File: src/rtl/i2s_pcm_a_tx.sv
`default_nettype none
// ============================================================================
// Module      : i2s_pcm_a_tx
// Description : Slave-mode I2S transmitter for SGTL5000 PCM Format A (DSP
//               mode A). The codec-supplied SCLK, LRCLK and DOUT are
//               oversampled in clk. The optional receiver is enabled by the
//               macro I2S_RX_EN.
// Revision    : 1.0 - initial release
// ============================================================================
module i2s_pcm_a_tx #(
    parameter int BITS = 16
) (
    input  logic            clk,
    input  logic            rst,
    input  logic            pad_sclk,
    input  logic            pad_lrclk,
    output logic            pad_din,
    input  logic            pad_dout,
    input  logic [BITS-1:0] tx_left,
    input  logic [BITS-1:0] tx_right,
    input  logic            tx_valid,
    output logic            tx_ready,
    output logic            underrun,
    output logic [BITS-1:0] rx_left,
    output logic [BITS-1:0] rx_right,
    output logic            rx_valid
);

    localparam int FRAME = 2 * BITS;

    typedef enum logic [1:0] {
        IDLE  = 2'd0,
        LOAD  = 2'd1,
        SHIFT = 2'd2,
        PAD   = 2'd3
    } state_t;

    logic sclk_m, sclk_s, sclk_d;
    logic lrclk_m, lrclk_s;
    logic armed;
    logic rise, fall, frame_start, handshake;

    state_t           state;
    logic [FRAME-1:0] hold;
    logic [FRAME-1:0] shreg;
    logic [5:0]       bitcnt;

    always_ff @(posedge clk) begin
        if (rst) begin
            sclk_m  <= 1'b0;
            sclk_s  <= 1'b0;
            sclk_d  <= 1'b0;
            lrclk_m <= 1'b0;
            lrclk_s <= 1'b0;
            armed   <= 1'b0;
        end else begin
            sclk_m  <= pad_sclk;
            sclk_s  <= sclk_m;
            sclk_d  <= sclk_s;
            lrclk_m <= pad_lrclk;
            lrclk_s <= lrclk_m;
            // A frame sync only counts once it has been seen low, so a sync
            // pulse already in progress at reset release is never taken.
            if (rise && !lrclk_s)
                armed <= 1'b1;
        end
    end

    assign rise        = sclk_s & ~sclk_d;
    assign fall        = ~sclk_s & sclk_d;
    assign frame_start = rise & lrclk_s & armed;
    assign handshake   = tx_valid & tx_ready;

    always_ff @(posedge clk) begin
        if (rst) begin
            state    <= IDLE;
            pad_din  <= 1'b0;
            hold     <= '0;
            shreg    <= '0;
            bitcnt   <= '0;
            tx_ready <= 1'b1;
            underrun <= 1'b0;
        end else begin
            underrun <= 1'b0;
            if (handshake) begin
                hold     <= {tx_left, tx_right};
                tx_ready <= 1'b0;
            end
            if (frame_start) begin
                state <= LOAD;
            end else if (fall) begin
                case (state)
                    LOAD: begin
                        // Copy sees the pre-handshake hold value; an empty
                        // hold simply repeats the previous sample.
                        pad_din  <= hold[FRAME-1];
                        shreg    <= {hold[FRAME-2:0], 1'b0};
                        bitcnt   <= '0;
                        underrun <= tx_ready;
                        tx_ready <= ~handshake;
                        state    <= SHIFT;
                    end
                    SHIFT: begin
                        if (bitcnt == 6'(FRAME - 1)) begin
                            pad_din <= 1'b0;
                            state   <= PAD;
                        end else begin
                            pad_din <= shreg[FRAME-1];
                            shreg   <= {shreg[FRAME-2:0], 1'b0};
                            bitcnt  <= bitcnt + 6'd1;
                        end
                    end
                    default: pad_din <= 1'b0;
                endcase
            end
        end
    end

`ifdef I2S_RX_EN
    logic             dout_m, dout_s;
    logic [FRAME-1:0] rx_sr;
    logic [5:0]       rx_cnt;
    logic             rx_active;

    always_ff @(posedge clk) begin
        if (rst) begin
            dout_m    <= 1'b0;
            dout_s    <= 1'b0;
            rx_sr     <= '0;
            rx_cnt    <= '0;
            rx_active <= 1'b0;
            rx_left   <= '0;
            rx_right  <= '0;
            rx_valid  <= 1'b0;
        end else begin
            dout_m   <= pad_dout;
            dout_s   <= dout_m;
            rx_valid <= 1'b0;
            if (frame_start) begin
                // A new sync discards any partially captured word.
                rx_active <= 1'b1;
                rx_cnt    <= '0;
            end else if (rise && rx_active) begin
                rx_sr <= {rx_sr[FRAME-2:0], dout_s};
                if (rx_cnt == 6'(FRAME - 1)) begin
                    rx_left   <= rx_sr[FRAME-2:BITS-1];
                    rx_right  <= {rx_sr[BITS-2:0], dout_s};
                    rx_valid  <= 1'b1;
                    rx_active <= 1'b0;
                end else begin
                    rx_cnt <= rx_cnt + 6'd1;
                end
            end
        end
    end
`else
    logic unused_dout;
    assign unused_dout = pad_dout;
    assign rx_left     = '0;
    assign rx_right    = '0;
    assign rx_valid    = 1'b0;
`endif

endmodule
`default_nettype wire

File: config.mk
export PLATFORM = sky130hd
export DESIGN_NAME = i2s_pcm_a_tx
export DESIGN_NICKNAME = d
export VERILOG_FILES = /design/src/rtl/i2s_pcm_a_tx.sv
export SDC_FILE = /design/constraint.sdc
export NUM_CORES = 1
export LEC_CHECK = 0
export ABC_CLOCK_PERIOD_IN_PS = 2300
export CORE_ASPECT_RATIO = 1.4
export CORE_UTILIZATION = 51
export CTS_CLUSTER_DIAMETER = 100
export DETAILED_ROUTE_END_ITERATION = 8
export PLACE_DENSITY = 0.89
export SLEW_MARGIN = 10
export SYNTH_ARGS = -nofsm -noshare
export SYNTH_HDL_FRONTEND = slang
export SYNTH_SLANG_ARGS = --single-unit
File: constraint.sdc
create_clock -name clk -period 2.3 [get_ports clk]
set_input_delay 0.46 -clock clk [delete_from_list [all_inputs] [get_ports clk]]
set_output_delay 0.46 -clock clk [all_outputs]
set_load 0.01 [all_outputs]
==> results by group <==
Placement
  • Port Buf Inserts: 39
  • GP Congestion: ~0.81
  • Hpwl dp: 4350 um

Worst hold path
  • Worst hold path type: flip-flop to flip-flop

Cells and area
  • Area growth, synth to finish: 15.8%
  • Fill cell count: 587
  • Final net count: 467
  • Register area: around 0.0016 mm2
  • Proportion of layout cells with a drive suffix above 1: around 13%
  • Multi-input gate area: ~0.0017 mm2
  • Ant diodes: 0

Yosys
  • Leading area contributor after synthesis: dfxtp_1
  • Yosys reg bits: 80
  • Post-Syn Area: approximately 0.0036 mm2
  • Top-area cell type share of the netlist area: 44.1%
  • Synth area leaders: dfxtp_1, a211oi_2, mux2i_1
  • Yosys Warn Count: 0
  • Primary FF master, synth: dfxtp_1
  • Most common cell in the netlist: dfxtp_1
  • Post-synth top cells: dfxtp_1, nand2_1, a21oi_1
  • FFs w/ async S/R, synth: 0%
  • Mapped Avg Cell Area: 9.14 um2
  • Post-synthesis sequential area ratio: approximately 44%
  • Post-synth EDFFs: 0
  • Library cells used by synthesis: 36
  • Cells after Synth: 397

Floorplan
  • Core area: 0.00694 mm2
  • Row cnt: 36
  • Die span in y: 102 um
  • Chip Width: between 70 and 80 um
  • # IOs: 74
  • Starting density of the core: 52.3%
  • Die ar.: 0.00746 mm2

Power and ir drop
  • Worst vdd rail ir drop: between 0.4 and 0.5 mV
  • PwrDens: 663 mW/mm2
  • Lkg Pwr: 1.43 nW

Timing
  • Part of the cycle the worst path needs: roughly 86%
  • Slew Viols, Final: 0
  • Relative slew margins: 65.4%
  • Final setup violation count: 0
  • Fin. Hold Viols: 0
  • Setup TNS Final: 0 ns
  • Clk_skew: 0.00679 ns
  • Fin Hold WS: 0.448 ns
  • RSZ-0062 raised after global routing: false
  • Worst-margin pin slew: 0.520 ns
  • Fmax: 506 MHz
  • Period minus WS final: 1.98 ns

Global route
  • Residual overflow from global routing: 0
  • Pin count of the biggest net entering global routing: 33
  • GRT Total Usage: 19.5%
  • Vias in the first global route: 2536
  • Initial antenna violation count: 0
  • First-pass GRT wire length: between 10000 and 15000 um

Worst setup path
  • Crit-path max FO: 28
  • WS Path Type: flip-flop to flip-flop
  • Crit path max-delay family: compound AO/OA/AOI/OAI gates
  • Arr. time, crit path: roughly 2.3 ns
  • Crit. End Element: flip-flop
  • Startpoint types: flip-flop
  • Slowest CP cell: o211a_2
  • Buffers & Inverters on Critical Path: 1
  • Slowest Stage Delay on Critical Path: 0.49 ns
  • Req. time, crit path: between 2 and 3 ns
  • Cell Chain, Critical Path: ha_1 -> or2_1 -> o211a_2 -> buf_12 -> nor2_1 -> a211oi_2

Drt
  • DR vias: 2682
  • Drt via density: 5.10
  • DR WL/cell: 12.6 um
  • Number of routed nets with antenna violations: 0
  • Initial drt markers: 180
  • First-pass DRT Iterations: 4
  • DRC: 0
  • Wirelength, routed: 6610 um

Run status
  • Status: completed

Clock tree
  • TritonCTS Buffers: 9
  • Clk sinks: 80
  • TritonCTS clock tree: built
  • Cts repair resizes: 0
  • Clock Latency Late Sink: 0.35 ns
  • CTS Buffer Depth: 2
  • Hold-fix buffers, CTS: 0
  • Worst-path clk slew: 0.08 ns
  • H-Tree Depth: 3
  • Clock root cell: clkbuf_8
  • Postcts setup bufs: 0

Run
  • Max-cap violations: 0
-- report_power, final --
part           internal, mW  total, mW  switching (mW)
clock network         0.619       1.10           0.480
logic                 0.110      0.239           0.129
registers              1.42       1.45          0.0223
total                  2.15       2.79           0.632
-- per-stage QoR --
| step | std cells | cell area (um2) | util, % | power, mW | worst slack, ns |
|---|---|---|---|---|---|
| 2_1_floorplan | 429 | 3750 | - | 1.65 | 0.671 |
| 3_3_place_gp | 510 | 3980 | 57.4 | 1.71 | 0.479 |
| 3_5_place_dp | 510 | 3980 | 57.4 | 1.72 | 0.417 |
| 4_1_cts | 526 | 4200 | 60.6 | 2.80 | 0.350 |
| 5_1_grt | 526 | 4200 | 60.6 | 2.90 | 0.182 |
| 6_report | 526 | 4200 | 60.6 | 2.79 | 0.323 |
-- cell families (layout without fill, tap and decap cells) --
group | count (synthesis) | in the layout | synth area share (%)
buffers and inverters | 65 | 67 | 11.7
AO/OA/AOI/OAI | 86 | 86 | 18.9
other | 1 | 33 | 0.103
AND/OR/NAND/NOR | 132 | 132 | 15.9
flip-flops | 80 | 80 | 44.1
adder cells (fa/ha/maj) | 3 | 3 | 1.03
multiplexers | 30 | 30 | 8.28
-- flip-flops by register name (all words and copies together), names as in the netlist --
name / flops
hold: 32
shreg: 31
bitcnt: 6
state: 2
armed: 1
lrclk_m: 1
lrclk_s: 1
pad_din: 1
sclk_d: 1
sclk_m: 1
sclk_s: 1
tx_ready: 1
underrun: 1
-- placed cells by master (no fill, tap or decap), types with 2 or more instances in the layout --
cell type / instances
nor2_1: 33
a211oi_1: 4
o21ai_0: 6
clkdlybuf4s50_1: 38
inv_1: 3
a211oi_2: 30
nand3_1: 2
nand4b_1: 2
nor2b_1: 7
nand2_1: 73
buf_12: 6
a21oi_1: 40
ha_1: 2
o211ai_1: 2
buf_4: 3
dfxtp_1: 80
nor3_1: 2
conb_1: 33
clkbuf_8: 13
mux2i_1: 30
and2_1: 3
-- layout make-up --
type,instances,share of cell area [%]
flip-flops and latches,80,38.1
multi-input cells,284,41.0
inverters,3,0.268
well taps,95,2.83
repair buffers,48,12.6
clock inverters,2,0.834
clock buffers,14,4.35
-- routing by layer --
metal  vias to the layer above  routed length (um)  global-route usage (%)
met5                         -                   0                       0
met4                         0                 204                    11.3
met3                        18                 253                    4.88
met2                        77                3330                    32.7
met1                      1242                2820                    22.2
li1                       1345                   -                       -
-- final timing paths --
path,to,slack [ns],cells after the start,start
hold reg to reg,lrclk_s$_SDFF_PP0_,0.45,1,lrclk_m$_SDFF_PP0_
setup / recovery,shreg[16]$_SDFFE_PP0P_,0.32,6,state[0]$_SDFFE_PP0P_
hold / removal,lrclk_s$_SDFF_PP0_,0.45,1,lrclk_m$_SDFF_PP0_
setup reg to reg,shreg[16]$_SDFFE_PP0P_,0.32,6,state[0]$_SDFFE_PP0P_
(Power assumes the default switching activity.)
==> variant 1: new RTL, same settings <==
`BITS`: 16 -> 20.
--- a/src/rtl/i2s_pcm_a_tx.sv
+++ b/src/rtl/i2s_pcm_a_tx.sv
@@ -9,5 +9,5 @@
 // ============================================================================
 module i2s_pcm_a_tx #(
-    parameter int BITS = 16
+    parameter int BITS = 20
 ) (
     input  logic            clk,
Interface: changed (resized rx_left, rx_right, tx_left and tx_right); port bits go from 74 to 90. The function was not compared with the original's and may differ.
==> variant 1 against the original RTL <==
  * Sequential power rose by 20%
  * Setup slack got worse by 0.21 ns
  * Highest routed layer unchanged
  * Sequential cell count increased by 16
  * Total power is 26% higher
  * Clock skew decreased by 0.0024 ns
  * Critical path type unchanged
  * Synthesized area increased by 18%
  * Final area increased by 18%
  * Routed wire length grew 30%
  * Global-route usage up 1.3 points
  * Largest power group unchanged
==> variant 1: results (changes against the original RTL) <==
minimum setup slack among reg-to-reg paths 0.11 ns (was 0.32 ns); total power divided by cell area 709.6 nW/um^2 (was 663.1 nW/um^2); largest cells by area after synthesis sky130_fd_sc_hd__dfxtp_1 (45%), sky130_fd_sc_hd__a21oi_1 (10%), sky130_fd_sc_hd__mux2i_1 (8.9%) (was sky130_fd_sc_hd__dfxtp_1 (44%), sky130_fd_sc_hd__a211oi_2 (10%), sky130_fd_sc_hd__mux2i_1 (8.3%)); adder-cell share of the synthesized area 0.8780% (was 1.034%); P_comb 274 uW (was 239 uW); All-Layer GR Usage 20.82% (was 19.48%); number of global-route vias before repair 3098 (was 2536); initial DRC count 201 (was 180); maximum clock skew at final layout 0.004357 ns (was 0.006789 ns); result of the run finished, final reports clean (unchanged); vias 3332 (was 2682); count of non-CTS inverters in the layout 4 (was 3); post-synth cell types 40 (was 36); Reg clk slew, reported paths 0.06 ns (was 0.08 ns); master of the slowest instance on the critical path sky130_fd_sc_hd__nor2_4 (was sky130_fd_sc_hd__o211a_2); data arrival time of the critical path 2.36 ns (was 2.25 ns); end-of-flow core utilization 60.89% (was 60.57%); GR Layer Usage met3 4.280% (was 4.876%); share of synthesized area occupied by flip-flops and latches 44.95% (was 44.14%); worst-path fanout max 38 (was 28); worst IR drop on VDD 440.6 uV (was 480.8 uV); routed vias/inst 5.392 (was 5.099); multi-input combinational cell count 342 (was 284); pin count of the biggest net entering global routing 67 (was 33); wire length of the first global-routing pass 13990 um (was 11100 um); cell count after synthesis 481 (was 397); critical path's top delay family simple AND/OR/NAND/NOR gates (was compound AO/OA/AOI/OAI gates); detailed-routed wire length on met2 4581 um (was 3328 um); largest registers ranked by flip-flop count hold x40, shreg x39, bitcnt x6 (was hold x32, shreg x31, bitcnt x6); total area of sequential cells 1922 um^2 (was 1602 um^2); fillcell total 662 (was 587); number of cells traversed by the worst register-to-register path 5 (was 6); layout cells sized above 1 8.915% (was 13.46%)
variant 1: cell types whose count changed after synthesis, moves of 6 or more:
cell,delta
sky130_fd_sc_hd__a21oi_1,+49
sky130_fd_sc_hd__nor2_1,-29
sky130_fd_sc_hd__a211oi_1,+24
sky130_fd_sc_hd__a211oi_2,-20
sky130_fd_sc_hd__dfxtp_1,+16
sky130_fd_sc_hd__nand2_1,+12
sky130_fd_sc_hd__clkbuf_1,+11
sky130_fd_sc_hd__mux2i_1,+8
sky130_fd_sc_hd__buf_4,+6
variant 1: worst max path at each step:
stage | to | cells past startpoint | from | slack (ns)
finish | shreg[23] | 5 | bitcnt[0] | 0.11
floorplan | pad_din | 5 | bitcnt[0] | 0.70
detailed placement | shreg[4] | 4 | state[0] | 0.14
global placement | shreg[39] | 4 | state[0] | 0.27
CTS | shreg[4] | 4 | state[0] | 0.15
global route | shreg[23] | 5 | bitcnt[0] | 0.01
==> variant 2: new RTL, same flow settings <==
Without the edit above. Re-encode `state_t` (4 states) as one-hot, 4 bits wide.
--- a/src/rtl/i2s_pcm_a_tx.sv
+++ b/src/rtl/i2s_pcm_a_tx.sv
@@ -29,9 +29,9 @@
     localparam int FRAME = 2 * BITS;
 
-    typedef enum logic [1:0] {
-        IDLE  = 2'd0,
-        LOAD  = 2'd1,
-        SHIFT = 2'd2,
-        PAD   = 2'd3
+    typedef enum logic [3:0] {
+        IDLE  = 4'b0001,
+        LOAD  = 4'b0010,
+        SHIFT = 4'b0100,
+        PAD   = 4'b1000
     } state_t;
 
Formal check against the unedited RTL: no difference found for any inputs over 10 cycles, from zero or initial values and one cycle with rst high; not proved beyond that.
==> variant 2 against the original RTL <==
  * Total power is 2.2% lower
  * Sequential share of layout area is 0.32 points higher
  * Synthesized cell count is 11% higher
  * Final area is 1.6% higher
  * Count of clock-buffer cells in the layout is 3 lower
  * Via count is 15% higher
  * Global-route usage is 2.9 points higher
  * Synthesized area is 2.7% higher
  * Sequential cell count is 2 higher
  * Critical path depth is 1 lower
  * Setup slack worse by 0.17 ns
  * Routed wire length is 17% higher
==> variant 2: results (changes against the original RTL) <==
data arrival time of the critical path 2.33 ns (was 2.25 ns); layout cells sized above 1 12.87% (was 13.46%); synth warn 0 (unchanged); slew at the pin closest to its max-slew limit 1.044 ns (was 0.5195 ns); worst hold path depth 1 (unchanged); largest registers ranked by flip-flop count hold x32, shreg x31, bitcnt x6 (unchanged); end point of the most critical hold path sclk_s (was lrclk_s); pin count of the biggest net entering global routing 44 (was 33); number of cells traversed by the worst register-to-register path 5 (was 6); initial DRC count 245 (was 180); worst IR drop on VDD 419.9 uV (was 480.8 uV); hpwl dp 5057 um (was 4348 um); worst setup timing slack at the placement stage 0.1951 ns (was 0.4172 ns); number of setup buffers added after CTS 0 (unchanged); share of synthesized area occupied by flip-flops and latches 44.04% (was 44.14%); most common library cells after synthesis sky130_fd_sc_hd__nand2_1 (135), sky130_fd_sc_hd__dfxtp_1 (82), sky130_fd_sc_hd__a21oi_1 (71), sky130_fd_sc_hd__buf_4 (33), sky130_fd_sc_hd__a311oi_2 (30) (was sky130_fd_sc_hd__dfxtp_1 (80), sky130_fd_sc_hd__nand2_1 (73), sky130_fd_sc_hd__a21oi_1 (40), sky130_fd_sc_hd__buf_4 (36), sky130_fd_sc_hd__nor2_1 (33)); Min-Delay Path Class reg2reg (unchanged); CTS Root Cell sky130_fd_sc_hd__clkbuf_8 (unchanged); clock buffer count from CTS 9 (unchanged); first-pass detailed-route iteration total 4 (unchanged); vias 3074 (was 2682); reg-to-reg endpoint shreg[12] (was shreg[16]); source of the worst register-to-register timing path bitcnt[0] (was state[0]); cts repair resizes 0 (unchanged); Static Leakage 0.001436 uW (was 0.001428 uW); number of global-route vias before repair 2951 (was 2536); dominant synthesized flop cell sky130_fd_sc_hd__dfxtp_1 (unchanged); result of the run finished, final reports clean (unchanged); ant diodes 0 (unchanged); average wire per cell in the routed design 13.62 um (was 12.56 um); Reg clk slew, reported paths 0.09 ns; post-synth cell types 36 (unchanged); largest cells by area after synthesis sky130_fd_sc_hd__dfxtp_1 (44%), sky130_fd_sc_hd__nand2_1 (14%), sky130_fd_sc_hd__a311oi_2 (12%) (was sky130_fd_sc_hd__dfxtp_1 (44%), sky130_fd_sc_hd__a211oi_2 (10%), sky130_fd_sc_hd__mux2i_1 (8.3%)); share of async-settable or async-resettable flops after synthesis 0% (unchanged); initial antenna violation count 0 (unchanged); # port buffers 39 (unchanged); maximum buffer depth of the clock tree 2 (unchanged); wire length of the first global-routing pass 13020 um (was 11100 um); clock latency of the later-clocked register in the worst-skew pair 0.37 ns (was 0.35 ns); maximum level of the CTS H-tree 3 (unchanged); minimum setup slack among reg-to-reg paths 0.15 ns (was 0.32 ns); All-Layer GR Usage 22.38% (was 19.48%); final estimated routing congestion in global placement 0.8333 (was 0.8114); worst-path fanout max 30 (was 28); Final Net Count 508 (was 467); maximum clock skew at final layout 0.01259 ns (was 0.006789 ns); startpoint of the most critical hold path sclk_m (was lrclk_m)
-- variant 2: worst max-delay path by stage --
stage / cells past startpoint / start / end / slack [ns]
finish: 5 / bitcnt[0] / shreg[12] / 0.15
detailed placement: 5 / bitcnt[0] / shreg[22] / 0.20
global placement: 5 / bitcnt[0] / shreg[14] / 0.29
CTS: 5 / bitcnt[0] / shreg[27] / 0.17
global route: 5 / bitcnt[0] / shreg[12] / 0.02
floorplan: 6 / state[0] / shreg[10] / 0.65
-- variant 2: report_power, final --
| group | switching [uW] | internal, uW |
|---|---|---|
| registers | 22.6 | 1460 |
| logic | 129 | 104 |
| clock network | 513 | 498 |
-- variant 2: per-stage QoR --
| stage | util, % | std cells | hold WS (ns) | area, um^2 |
|---|---|---|---|---|
| 2_1_floorplan | - | 474 | 0.4138 | 3847 |
| 3_3_place_gp | 58.12 | 553 | 0.4175 | 4084 |
| 3_5_place_dp | 58.12 | 553 | 0.4278 | 4084 |
| 4_1_cts | 60.77 | 569 | 0.4459 | 4270 |
| 5_1_grt | 60.77 | 569 | 0.4649 | 4270 |
| 6_report | 60.77 | 569 | 0.4442 | 4270 |
-- variant 2: logic make-up after synthesis --
group	Yosys count	synth area share, %
and+or+nand+nor	172	20.14
AOI/OAI and AO/OA	116	24.03
DFF	82	44.04
buffers and inverters	69	11.11
xor gates and xnor gates	1	0.2350
adders and majority gates	1	0.3356
other	1	0.1006
-- variant 2: final cells by class --
class,instances,area (um^2)
well taps,95,118.9
multi-input cells,323,1803
repair buffers,51,513.0
clock inverters,5,55.05
clock buffers,11,131.4
inverters,2,7.507
flip-flops and latches,82,1642
fillers,615,2756
-- variant 2: routing by layer --
| metal | share of wire, % | track usage [%] | vias up |
|---|---|---|---|
| met5 | 0 | 0 | - |
| met3 | 4.7 | 4.888 | 17 |
| li1 | - | - | 1508 |
| met2 | 53 | 38.74 | 102 |
| met1 | 39 | 24.85 | 1447 |
| met4 | 3.0 | 13.21 | 0 |
-- variant 2: worst max-delay path: stages (launching register included) --
cell and delay (ns):
sky130_fd_sc_hd__dfxtp_1 0.34, sky130_fd_sc_hd__ha_1 0.25, sky130_fd_sc_hd__nand4_1 0.25, sky130_fd_sc_hd__nor3_4 0.08
sky130_fd_sc_hd__nor2_4 0.79, sky130_fd_sc_hd__a311oi_2 0.22
